<file path="src/rtl/tube_pkg.sv">
// Shared types and constants for the Tube host-bus master: FSM states,
// Tube host register map and counter widths.
package tube_pkg;

    localparam int PHASE_W = 4;
    localparam int RST_W   = 8;

    typedef enum logic [2:0] {
        ST_RSTW   = 3'd0,
        ST_IDLE   = 3'd1,
        ST_SETUP  = 3'd2,
        ST_STROBE = 3'd3,
        ST_HOLD   = 3'd4
    } state_e;

    // Host-side Tube registers: status/data pairs for FIFOs R1..R4
    localparam logic [2:0] REG_R1_STATUS = 3'd0;
    localparam logic [2:0] REG_R1_DATA   = 3'd1;
    localparam logic [2:0] REG_R2_STATUS = 3'd2;
    localparam logic [2:0] REG_R2_DATA   = 3'd3;
    localparam logic [2:0] REG_R3_STATUS = 3'd4;
    localparam logic [2:0] REG_R3_DATA   = 3'd5;
    localparam logic [2:0] REG_R4_STATUS = 3'd6;
    localparam logic [2:0] REG_R4_DATA   = 3'd7;

endpackage

</file>
<file path="src/rtl/tube_bus_master_if.sv">
// Request/response handshake plus Tube host-bus pins for tube_bus_master.
// The master modport is the bus master itself; slave is its environment.
interface tube_bus_master_if;

    logic       req_valid;
    logic       req_ready;
    logic       req_rnw;
    logic [2:0] req_addr;
    logic [7:0] req_wdata;
    logic       rsp_valid;
    logic [7:0] rsp_rdata;
    logic       T_HCS_B;
    logic       T_RNW;
    logic       T_PHI2;
    logic       T_HRST_B;
    logic [2:0] T_HA;
    logic [7:0] T_HD_out;
    logic       T_HD_oe;
    logic [7:0] T_HD_in;
    logic       T_HIRQ_B;
    logic       irq;

    modport master (
        input  req_valid, req_rnw, req_addr, req_wdata, T_HD_in, T_HIRQ_B,
        output req_ready, rsp_valid, rsp_rdata,
        output T_HCS_B, T_RNW, T_PHI2, T_HRST_B, T_HA, T_HD_out, T_HD_oe, irq
    );

    modport slave (
        output req_valid, req_rnw, req_addr, req_wdata, T_HD_in, T_HIRQ_B,
        input  req_ready, rsp_valid, rsp_rdata,
        input  T_HCS_B, T_RNW, T_PHI2, T_HRST_B, T_HA, T_HD_out, T_HD_oe, irq
    );

endinterface

</file>
<file path="src/rtl/tube_irq_sync.sv">
// Two-flop synchroniser for the active-low host interrupt; idles at 1
// (interrupt deasserted) out of reset.
module tube_irq_sync (
    input  logic clk_i,
    input  logic rst_i,
    input  logic d_i,
    output logic q_o
);

    logic s1_q;
    logic s2_q;

    // Synchroniser chain
    always_ff @(posedge clk_i) begin
        if (rst_i) begin
            s1_q <= 1'b1;
            s2_q <= 1'b1;
        end else begin
            s1_q <= d_i;
            s2_q <= s1_q;
        end
    end

    assign q_o = s2_q;

endmodule

</file>
<file path="src/rtl/tube_bus_master.sv">
// Tube host-bus master: turns single req/rsp accesses into timed
// HCS/PHI2 bus cycles. Define TUBE_IRQ_SYNC_EN to synchronise T_HIRQ_B.
module tube_bus_master
    import tube_pkg::*;
#(
    parameter int SETUP_CYC  = 2,
    parameter int STROBE_CYC = 4,
    parameter int HOLD_CYC   = 1,
    parameter int RST_CYC    = 8
) (
    input logic              CLK,
    input logic              RESET,
    tube_bus_master_if.master bus
);

    localparam logic [PHASE_W-1:0] SETUP_LAST  = PHASE_W'(SETUP_CYC - 1);
    localparam logic [PHASE_W-1:0] STROBE_LAST = PHASE_W'(STROBE_CYC - 1);
    localparam logic [PHASE_W-1:0] HOLD_LAST   = PHASE_W'(HOLD_CYC - 1);
    localparam logic [RST_W-1:0]   RST_LAST    = RST_W'(RST_CYC - 1);

    state_e             state_q, state_d;
    logic [PHASE_W-1:0] pcnt_q, pcnt_d;
    logic [RST_W-1:0]   rcnt_q, rcnt_d;
    logic               rnw_q, rnw_d;
    logic [2:0]         addr_q, addr_d;
    logic [7:0]         wdata_q, wdata_d;
    logic [7:0]         rdata_q, rdata_d;
    logic               rsp_valid_q, rsp_valid_d;
    logic               ready_q, ready_d;
    logic               hcs_q, hcs_d;
    logic               trnw_q, trnw_d;
    logic               phi2_q, phi2_d;
    logic               oe_q, oe_d;
    logic               hrst_q, hrst_d;
    logic [2:0]         ha_q, ha_d;
    logic [7:0]         hdo_q, hdo_d;

    // Next-state, phase counting, request latching and read capture
    always_comb begin
        state_d     = state_q;
        pcnt_d      = pcnt_q;
        rcnt_d      = rcnt_q;
        rnw_d       = rnw_q;
        addr_d      = addr_q;
        wdata_d     = wdata_q;
        rdata_d     = rdata_q;
        rsp_valid_d = 1'b0;
        case (state_q)
            ST_RSTW: begin
                if (rcnt_q == RST_LAST) begin
                    state_d = ST_IDLE;
                    rcnt_d  = {RST_W{1'b0}};
                end else begin
                    rcnt_d  = rcnt_q + 8'd1;
                end
            end
            ST_IDLE: begin
                if (bus.req_valid) begin
                    state_d = ST_SETUP;
                    pcnt_d  = {PHASE_W{1'b0}};
                    rnw_d   = bus.req_rnw;
                    addr_d  = bus.req_addr;
                    wdata_d = bus.req_wdata;
                end else begin
                    state_d = ST_IDLE;
                end
            end
            ST_SETUP: begin
                if (pcnt_q == SETUP_LAST) begin
                    state_d = ST_STROBE;
                    pcnt_d  = {PHASE_W{1'b0}};
                end else begin
                    pcnt_d  = pcnt_q + 4'd1;
                end
            end
            ST_STROBE: begin
                if (pcnt_q == STROBE_LAST) begin
                    state_d     = ST_HOLD;
                    pcnt_d      = {PHASE_W{1'b0}};
                    rsp_valid_d = 1'b1;
                    if (rnw_q) begin
                        rdata_d = bus.T_HD_in;
                    end else begin
                        rdata_d = rdata_q;
                    end
                end else begin
                    pcnt_d = pcnt_q + 4'd1;
                end
            end
            ST_HOLD: begin
                if (pcnt_q == HOLD_LAST) begin
                    state_d = ST_IDLE;
                    pcnt_d  = {PHASE_W{1'b0}};
                end else begin
                    pcnt_d  = pcnt_q + 4'd1;
                end
            end
            default: begin
                state_d = ST_RSTW;
                rcnt_d  = {RST_W{1'b0}};
            end
        endcase
    end

    // Bus pin values for the upcoming state, so every pin leaves a flop
    always_comb begin
        hcs_d   = 1'b1;
        trnw_d  = 1'b1;
        phi2_d  = 1'b0;
        oe_d    = 1'b0;
        hrst_d  = 1'b1;
        ha_d    = ha_q;
        hdo_d   = hdo_q;
        ready_d = 1'b0;
        case (state_d)
            ST_RSTW: begin
                hrst_d = 1'b0;
                ha_d   = 3'd0;
                hdo_d  = 8'd0;
            end
            ST_IDLE: begin
                ready_d = 1'b1;
            end
            ST_SETUP, ST_STROBE, ST_HOLD: begin
                hcs_d  = 1'b0;
                ha_d   = addr_d;
                trnw_d = rnw_d;
                oe_d   = ~rnw_d;
                hdo_d  = wdata_d;
                phi2_d = (state_d == ST_STROBE);
            end
            default: begin
                hrst_d = 1'b0;
            end
        endcase
    end

    // State and output registers
    always_ff @(posedge CLK) begin
        if (RESET) begin
            state_q     <= ST_RSTW;
            pcnt_q      <= {PHASE_W{1'b0}};
            rcnt_q      <= {RST_W{1'b0}};
            rnw_q       <= 1'b1;
            addr_q      <= 3'd0;
            wdata_q     <= 8'd0;
            rdata_q     <= 8'd0;
            rsp_valid_q <= 1'b0;
            ready_q     <= 1'b0;
            hcs_q       <= 1'b1;
            trnw_q      <= 1'b1;
            phi2_q      <= 1'b0;
            oe_q        <= 1'b0;
            hrst_q      <= 1'b0;
            ha_q        <= 3'd0;
            hdo_q       <= 8'd0;
        end else begin
            state_q     <= state_d;
            pcnt_q      <= pcnt_d;
            rcnt_q      <= rcnt_d;
            rnw_q       <= rnw_d;
            addr_q      <= addr_d;
            wdata_q     <= wdata_d;
            rdata_q     <= rdata_d;
            rsp_valid_q <= rsp_valid_d;
            ready_q     <= ready_d;
            hcs_q       <= hcs_d;
            trnw_q      <= trnw_d;
            phi2_q      <= phi2_d;
            oe_q        <= oe_d;
            hrst_q      <= hrst_d;
            ha_q        <= ha_d;
            hdo_q       <= hdo_d;
        end
    end

    assign bus.req_ready = ready_q;
    assign bus.rsp_valid = rsp_valid_q;
    assign bus.rsp_rdata = rdata_q;
    assign bus.T_HCS_B   = hcs_q;
    assign bus.T_RNW     = trnw_q;
    assign bus.T_PHI2    = phi2_q;
    assign bus.T_HRST_B  = hrst_q;
    assign bus.T_HA      = ha_q;
    assign bus.T_HD_out  = hdo_q;
    assign bus.T_HD_oe   = oe_q;

`ifdef TUBE_IRQ_SYNC_EN
    logic hirq_b_sync;

    tube_irq_sync u_irq_sync (
        .clk_i (CLK),
        .rst_i (RESET),
        .d_i   (bus.T_HIRQ_B),
        .q_o   (hirq_b_sync)
    );

    assign bus.irq = ~hirq_b_sync;
`else
    assign bus.irq = ~bus.T_HIRQ_B;
`endif

endmodule

</file>
<file path="src/flat_wrapper.sv">
// flat-port wrapper written by rule: the top's interface ports become plain ports
module tube_bus_master_flat import tube_pkg::*;
#(
    parameter int SETUP_CYC  = 2,
    parameter int STROBE_CYC = 4,
    parameter int HOLD_CYC   = 1,
    parameter int RST_CYC    = 8
)
  (CLK, RESET, bus_req_valid, bus_req_rnw, bus_req_addr, bus_req_wdata, bus_T_HD_in, bus_T_HIRQ_B, bus_req_ready, bus_rsp_valid, bus_rsp_rdata, bus_T_HCS_B, bus_T_RNW, bus_T_PHI2, bus_T_HRST_B, bus_T_HA, bus_T_HD_out, bus_T_HD_oe, bus_irq);
  tube_bus_master_if bus_i ();
  input logic CLK;
  input logic RESET;
  input wire logic [$bits(bus_i.req_valid)-1:0] bus_req_valid;
  input wire logic [$bits(bus_i.req_rnw)-1:0] bus_req_rnw;
  input wire logic [$bits(bus_i.req_addr)-1:0] bus_req_addr;
  input wire logic [$bits(bus_i.req_wdata)-1:0] bus_req_wdata;
  input wire logic [$bits(bus_i.T_HD_in)-1:0] bus_T_HD_in;
  input wire logic [$bits(bus_i.T_HIRQ_B)-1:0] bus_T_HIRQ_B;
  output wire logic [$bits(bus_i.req_ready)-1:0] bus_req_ready;
  output wire logic [$bits(bus_i.rsp_valid)-1:0] bus_rsp_valid;
  output wire logic [$bits(bus_i.rsp_rdata)-1:0] bus_rsp_rdata;
  output wire logic [$bits(bus_i.T_HCS_B)-1:0] bus_T_HCS_B;
  output wire logic [$bits(bus_i.T_RNW)-1:0] bus_T_RNW;
  output wire logic [$bits(bus_i.T_PHI2)-1:0] bus_T_PHI2;
  output wire logic [$bits(bus_i.T_HRST_B)-1:0] bus_T_HRST_B;
  output wire logic [$bits(bus_i.T_HA)-1:0] bus_T_HA;
  output wire logic [$bits(bus_i.T_HD_out)-1:0] bus_T_HD_out;
  output wire logic [$bits(bus_i.T_HD_oe)-1:0] bus_T_HD_oe;
  output wire logic [$bits(bus_i.irq)-1:0] bus_irq;
  assign bus_i.req_valid = bus_req_valid;
  assign bus_i.req_rnw = bus_req_rnw;
  assign bus_i.req_addr = bus_req_addr;
  assign bus_i.req_wdata = bus_req_wdata;
  assign bus_i.T_HD_in = bus_T_HD_in;
  assign bus_i.T_HIRQ_B = bus_T_HIRQ_B;
  assign bus_req_ready = bus_i.req_ready;
  assign bus_rsp_valid = bus_i.rsp_valid;
  assign bus_rsp_rdata = bus_i.rsp_rdata;
  assign bus_T_HCS_B = bus_i.T_HCS_B;
  assign bus_T_RNW = bus_i.T_RNW;
  assign bus_T_PHI2 = bus_i.T_PHI2;
  assign bus_T_HRST_B = bus_i.T_HRST_B;
  assign bus_T_HA = bus_i.T_HA;
  assign bus_T_HD_out = bus_i.T_HD_out;
  assign bus_T_HD_oe = bus_i.T_HD_oe;
  assign bus_irq = bus_i.irq;
  tube_bus_master #(.SETUP_CYC(SETUP_CYC), .STROBE_CYC(STROBE_CYC), .HOLD_CYC(HOLD_CYC), .RST_CYC(RST_CYC)) u_core (.CLK(CLK), .RESET(RESET), .bus(bus_i));
endmodule
</file>
<file path="config.mk">
export PLATFORM = sky130hd
export DESIGN_NAME = tube_bus_master_flat
export DESIGN_NICKNAME = d
export VERILOG_FILES = /design/src/rtl/tube_pkg.sv /design/src/rtl/tube_bus_master_if.sv /design/src/rtl/tube_irq_sync.sv /design/src/rtl/tube_bus_master.sv /design/src/flat_wrapper.sv
export SDC_FILE = /design/constraint.sdc
export NUM_CORES = 1
export LEC_CHECK = 0
export ABC_AREA = 1
export CORE_UTILIZATION = 49
export CTS_CLUSTER_DIAMETER = 150
export DETAILED_ROUTE_END_ITERATION = 8
export PLACE_DENSITY = 0.89
export SLEW_MARGIN = 20
export SYNTH_ARGS = -nofsm -noshare
export SYNTH_HDL_FRONTEND = slang
export SYNTH_SLANG_ARGS = --single-unit
</file>
<file path="constraint.sdc">
create_clock -name CLK -period 1.8 [get_ports CLK]
set_clock_uncertainty 0.2 [all_clocks]
set_input_delay 0.18 -clock CLK [delete_from_list [all_inputs] [get_ports CLK]]
set_output_delay 0.18 -clock CLK [all_outputs]
set_load 0.02 [all_outputs]
</file>
After elaboration in Yosys (flattened, before gate mapping)
Cells that the tools add are included.
- register bits after elaboration: 53
- bits in latches: 0
- RAM bits: 0
- ROM bits: 0
- bits of input ports: 24
- logic and storage cells: 71
- memories: 0
- $add $sub $neg: 2
- multipliers: 0
- div/mod/pow operators: 0
- magnitude comparators: 0
- eq/ne operators: 12
- shift operators: 0
- muxes and demuxes: 25
- bitwise gates (word level): 4
- reduce and logical (&&, ||, !) cells: 12
- operators with widths (operator ; count):
    8-bit one-hot mux with 2 select lines ; 2
    8-bit 2-to-1 mux ; 3
    3-bit 2-to-1 mux ; 6
    4-bit 2-to-1 mux ; 4
    4-bit one-hot mux with 4 select lines ; 1
    3-bit one-hot mux with 5 select lines ; 1
    3-bit by 2-bit == test with 1-bit output, second input constant ; 4
    8-bit by 1-bit adder with 8-bit output, second input constant ; 1
    8-bit by 3-bit == test with 1-bit output, second input constant ; 1
    4-bit OR reduction ; 2
    3-bit by 1-bit == test with 1-bit output, second input constant ; 2
    3-bit == test, second input constant ; 2
    3-bit zero test ; 2
    1-bit 2-to-1 mux ; 6
    3-bit one-hot mux with 2 select lines ; 1
    4-bit by 1-bit adder with 4-bit output, second input constant ; 1
    4-bit by 1-bit == test with 1-bit output, second input constant ; 1
    4-bit by 2-bit == test with 1-bit output, second input constant ; 1
    4-bit zero test ; 1
    1-bit NOT ; 4
    4-bit nonzero test ; 1
    2-bit OR reduction ; 2
    3-bit AND reduction ; 1
    3-bit OR reduction ; 1
    other kinds (4) ; 4

Logic depth before layout (Yosys ltp)
- depth in word-level cells: 7
- mapped depth: 10

Least setup slack after synthesis
Ideal clock, no wire load.
- path type: register -> register
- from: register u_core.pcnt_q[0]
- to: register u_core.ha_q[0] (netlist: u_core.bus.T_HA[0])
- arrival time: 1.289 ns
- required time: 1.486 ns
- path slack: 0.196 ns
- stages on the path, launching flop included: 10
- path buffers: 1
- clock period less this slack: 1.604 ns
- cells stage by stage: dfxtp_1 > ha_1 > nand2_1 > nand2_1 > inv_1 > nor2_2 > nand3_2 > buf_4 > nand4_1 > nand2_1
- cells in the longest elaborated chain, start to end: 6
- RTL lines (what ; RTL line ; source):
    from (decl) ; tube_bus_master.sv:22 ; logic [PHASE_W-1:0] pcnt_q, pcnt_d;
    from (signal assigned) ; tube_bus_master.sv:142 ; pcnt_q <= {PHASE_W{1'b0}};
    from (signal assigned) ; tube_bus_master.sv:159 ; pcnt_q <= pcnt_d;
    4-bit by 2-bit == test with 1-bit output, or another cell as far along ; tube_bus_master.sv:77 ; if (pcnt_q == STROBE_LAST) begin
    3-bit 2-to-1 mux (on tied branches) ; tube_bus_master.sv:77, tube_bus_master.sv:69, tube_bus_master.sv:91 ;
    3-bit one-hot mux with 5 select lines * ; tube_bus_master.sv:48 ; case (state_q)
    3-bit by 2-bit == test with 1-bit output / 3-bit == test (equally long branches) ; tube_bus_master.sv:115 ; case (state_d)
    3-bit OR reduction ; n/a ;
    3-bit one-hot mux with 2 select lines / 2-bit nonzero test (equally long branches) ; n/a ;
    to (signal assigned) ; tube_bus_master.sv:155 ; ha_q <= 3'd0;
    to (signal assigned) ; tube_bus_master.sv:172 ; ha_q <= ha_d;
    to (decl) ; tube_bus_master.sv:35 ; logic [2:0] ha_q, ha_d;
Every way passes the cells marked *; elsewhere a longest branch is shown, timed or not.
A chain may end at the register's enable or synchronous reset.

Worst setup path in the final report
- from: register u_core.pcnt_q[0]
- to: register u_core.hrst_q (netlist: u_core.bus.T_HRST_B)
- cells in the longest elaborated chain, start to end: 6
- RTL lines (what ; RTL line ; source):
    4-bit by 2-bit == test with 1-bit output, or another cell as far along ; tube_bus_master.sv:77 ;
    3-bit 2-to-1 mux (on tied branches) ; tube_bus_master.sv:77, tube_bus_master.sv:69, tube_bus_master.sv:91 ;
    3-bit one-hot mux with 5 select lines * ; tube_bus_master.sv:48 ;
    3-bit by 1-bit == test with 1-bit output, or another cell as far along ; tube_bus_master.sv:115 ;
    4-bit OR reduction (no line) * ; n/a ;
    1-bit 2-to-1 mux * ; tube_bus_master.sv:115 ;
    to (signal assigned) ; tube_bus_master.sv:171 ; hrst_q <= hrst_d;
    to (decl) ; tube_bus_master.sv:34 ; logic hrst_q, hrst_d;
Marked as above.

==> results.json <==
{
  "status": "completed",
  "synthTopCellsByArea": "dfxtp_1 47%, nand2_1 9.9%, nor2_1 7.0%",
  "first_iter_violations": 168,
  "yosys_warnings": 0,
  "areaGrowthSynthToFinish_pct": 31.0,
  "worstSetupPathType": "flop to flop",
  "worst_ep_arrival_time_ns": 1.74,
  "syn_avg_cell_area_um2": 7.69,
  "synthMuxAreaShare_pct": 0,
  "synth-async-reset-ratio_pct": 0,
  "port_buffers": 50,
  "tightest_slew_ns": 0.382,
  "dp_slack_ns": 0.00518,
  "syn_nets": 320,
  "finalSetupViolCount": 0,
  "synth_top_area_cell": "dfxtp_1",
  "wl_um": 5270,
  "synth_adder_area_share_pct": 2.23,
  "final.setup.worst_slack_ns": 0.0684,
  "routabilityCongestion": 0.840,
  "crit_path_start_kind": "flop",
  "cts_tree": "yes",
  "min_period_ns": 1.73,
  "ant_nets": 0,
  "finalNonFillerCells": 403,
  "grt_usage_pct": 21.9,
  "drv_cap": 0,
  "synth_ff_type": "dfxtp_1",
  "cts_sinks": 53,
  "setup_tns_ns": 0,
  "cp-end-kind": "flop",
  "drcViolationCount": 0,
  "grt_pass1_vias": 1964,
  "dp_cells": 394,
  "fp.dieArea_um2": 4860,
  "clock_latency_ns": 0.31,
  "fmax_mhz": 578,
  "grt_pass1_wl_um": 8580,
  "p_per_area_nw_per_um2": 683,
  "synthCells": 292,
  "core_area_um2": 4380,
  "worst-path-max-fanout": 12,
  "dr.pass1.iters": 4,
  "nets": 378,
  "syn_area_um2": 2240,
  "initial_core_util_pct": 51.2,
  "vdd_drop_max_mv": 0.580,
  "ioPinCount": 51,
  "relSlewSlack_pct": 74.3,
  "final_util_pct": 67.1,
  "synth_seq_area_share_pct": 47.3,
  "synth_compound_area_share_pct": 11.5,
  "synthSimpleGateAreaFrac_pct": 29.0,
  "drive_gt1_share_pct": 12.3,
  "grt_max_degree": 20,
  "clkTransAtPathRegs_ns": 0.10,
  "die_y_um": 69.7,
  "clockBufferDepth": 2,
  "rsz0062_at_grt": "yes",
  "synth_top_family_by_area": "simple AND/OR/NAND/NOR gates",
  "ys_types": 28,
  "die_w_um": 69.7,
  "diodes": 0,
  "fin_crit_sh_pct": 96.2,
  "grt_overflow": 0,
  "vias": 2119,
  "cts_root_buf": "clkbuf_8",
  "min_path_type": "input port to flop",
  "synth-xor-area-share_pct": 1.17,
  "htreeDepth": 2,
  "required_ns": 1.81,
  "ctsHoldBuffers": 0,
  "synth_top_area_share_pct": 47.3,
  "numCtsBuffers": 5,
  "hold_viol_final": 0,
  "rows": 24,
  "synth-edff-count": 0,
  "antenna_found_initial": 0,
  "synth_seq_cells": 53,
  "wl_per_cell_um": 13.1,
  "dpl.hpwl_um": 3700,
  "report.final.slew_viol_count": 0,
  "p_leak_nw": 1.20,
  "routed_via_density": 5.26,
  "finalHoldWorstSlack_ns": 0.249
}
## metal layers
layer  up-vias  routed length [um]  track usage (%)  part of all wire (%)
met1       974                2200             26.1                    42
met4         0                  66             9.56                   1.3
met5         -                   0                0                     0
met3         8                 370             5.67                   7.0
met2        83                2630             37.1                    50
li1       1054                   -                -                     -
## worst max-delay path: stages (launching register included)
cell and delay (ns):
dfxtp_2 0.38, inv_1 0.07, ha_1 0.20, nand2_1 0.13, nor2_1 0.06, nor2_1 0.22
nand3_4 0.19, nand2_1 0.12, o21ai_0 0.07
## cell type report
class                   count  area (um^2)
inverters                  33          124
clock buffers               6         82.6
clock inverters             2         13.8
flip-flops and latches     53         1070
well taps                  52         65.1
fillers                   354         1440
multi-input cells         196         1000
repair buffers             61          587
## flip-flops by register name (all words and copies together) (netlist names), 3 cells and up
name and cells:
u_core.pcnt_q 4, u_core.addr_q 3, u_core.state_q 3, u_core.wdata_q 8, u_core.bus.T_HA 3, u_core.bus.rsp_rdata 8
u_core.bus.T_HD_out 8, u_core.rcnt_q 8
## synth_stat cells (3+ instances only)
| cell | instances |
|---|---|
| nand2_1 | 59 |
| dfxtp_1 | 53 |
| nor2_1 | 42 |
| inv_1 | 31 |
| o21ai_0 | 23 |
| a21oi_1 | 21 |
| nand4_1 | 13 |
| nand3_1 | 10 |
| nand3_2 | 5 |
| buf_6 | 4 |
| ha_1 | 4 |
| nor2_2 | 3 |
## power by group
group	internal, mW	switching, mW
Combinational	0.0666	0.0473
Sequential	1.18	0.00712
Clock	0.312	0.395
Total	1.56	0.449
## cell usage in the layout (no fill, tap or decap), drive strengths merged
master         count
xor2               2
inv               33
a22oi              1
xnor2              1
o21ai             23
nor2              47
a31oi              1
nand2             61
a21oi             21
dfxtp             53
nor3               2
a211oi             2
ha                 4
clkbuf             6
buf               11
clkinv             2
or2                1
clkdlybuf4s50     50
nand4             14
nand3             15
nand3b             1
## final timing paths
kind	startpoint	end	slack [ns]	depth (start not counted)
worst max-delay path	u_core.pcnt_q[0]	u_core.bus.T_HRST_B	0.07	8
worst max register to register	u_core.pcnt_q[0]	u_core.bus.T_HRST_B	0.07	8
worst min register to register	u_core.wdata_q[5]	u_core.wdata_q[5]	0.25	2
worst min-delay path	bus_T_HD_in[0]	u_core.bus.rsp_rdata[0]	0.25	3
## per-stage QoR
stage / total power, mW / cell area (um^2)
finish: 2.01 / 2940
global route: 2.07 / 2940
floorplan: 1.26 / 2240
global placement: 1.32 / 2810
detailed placement: 1.33 / 2810
CTS: 2.01 / 2910
## cell families after synthesis
logic type	Yosys count
AO/OA/AOI/OAI	48
flip-flops	53
XOR/XNOR	3
AND/OR/NAND/NOR	141
buffers and inverters	43
adder cells (fa/ha/maj)	4
## what timing repair did
| item | 4_1_cts | 5_1_grt |
|---|---|---|
| setup endpoints to repair | 0 | 16 |
| resized for setup | 0 | 9 |
| setup buffers | 0 | 1 |
Power figures use the tool's default switching activity.
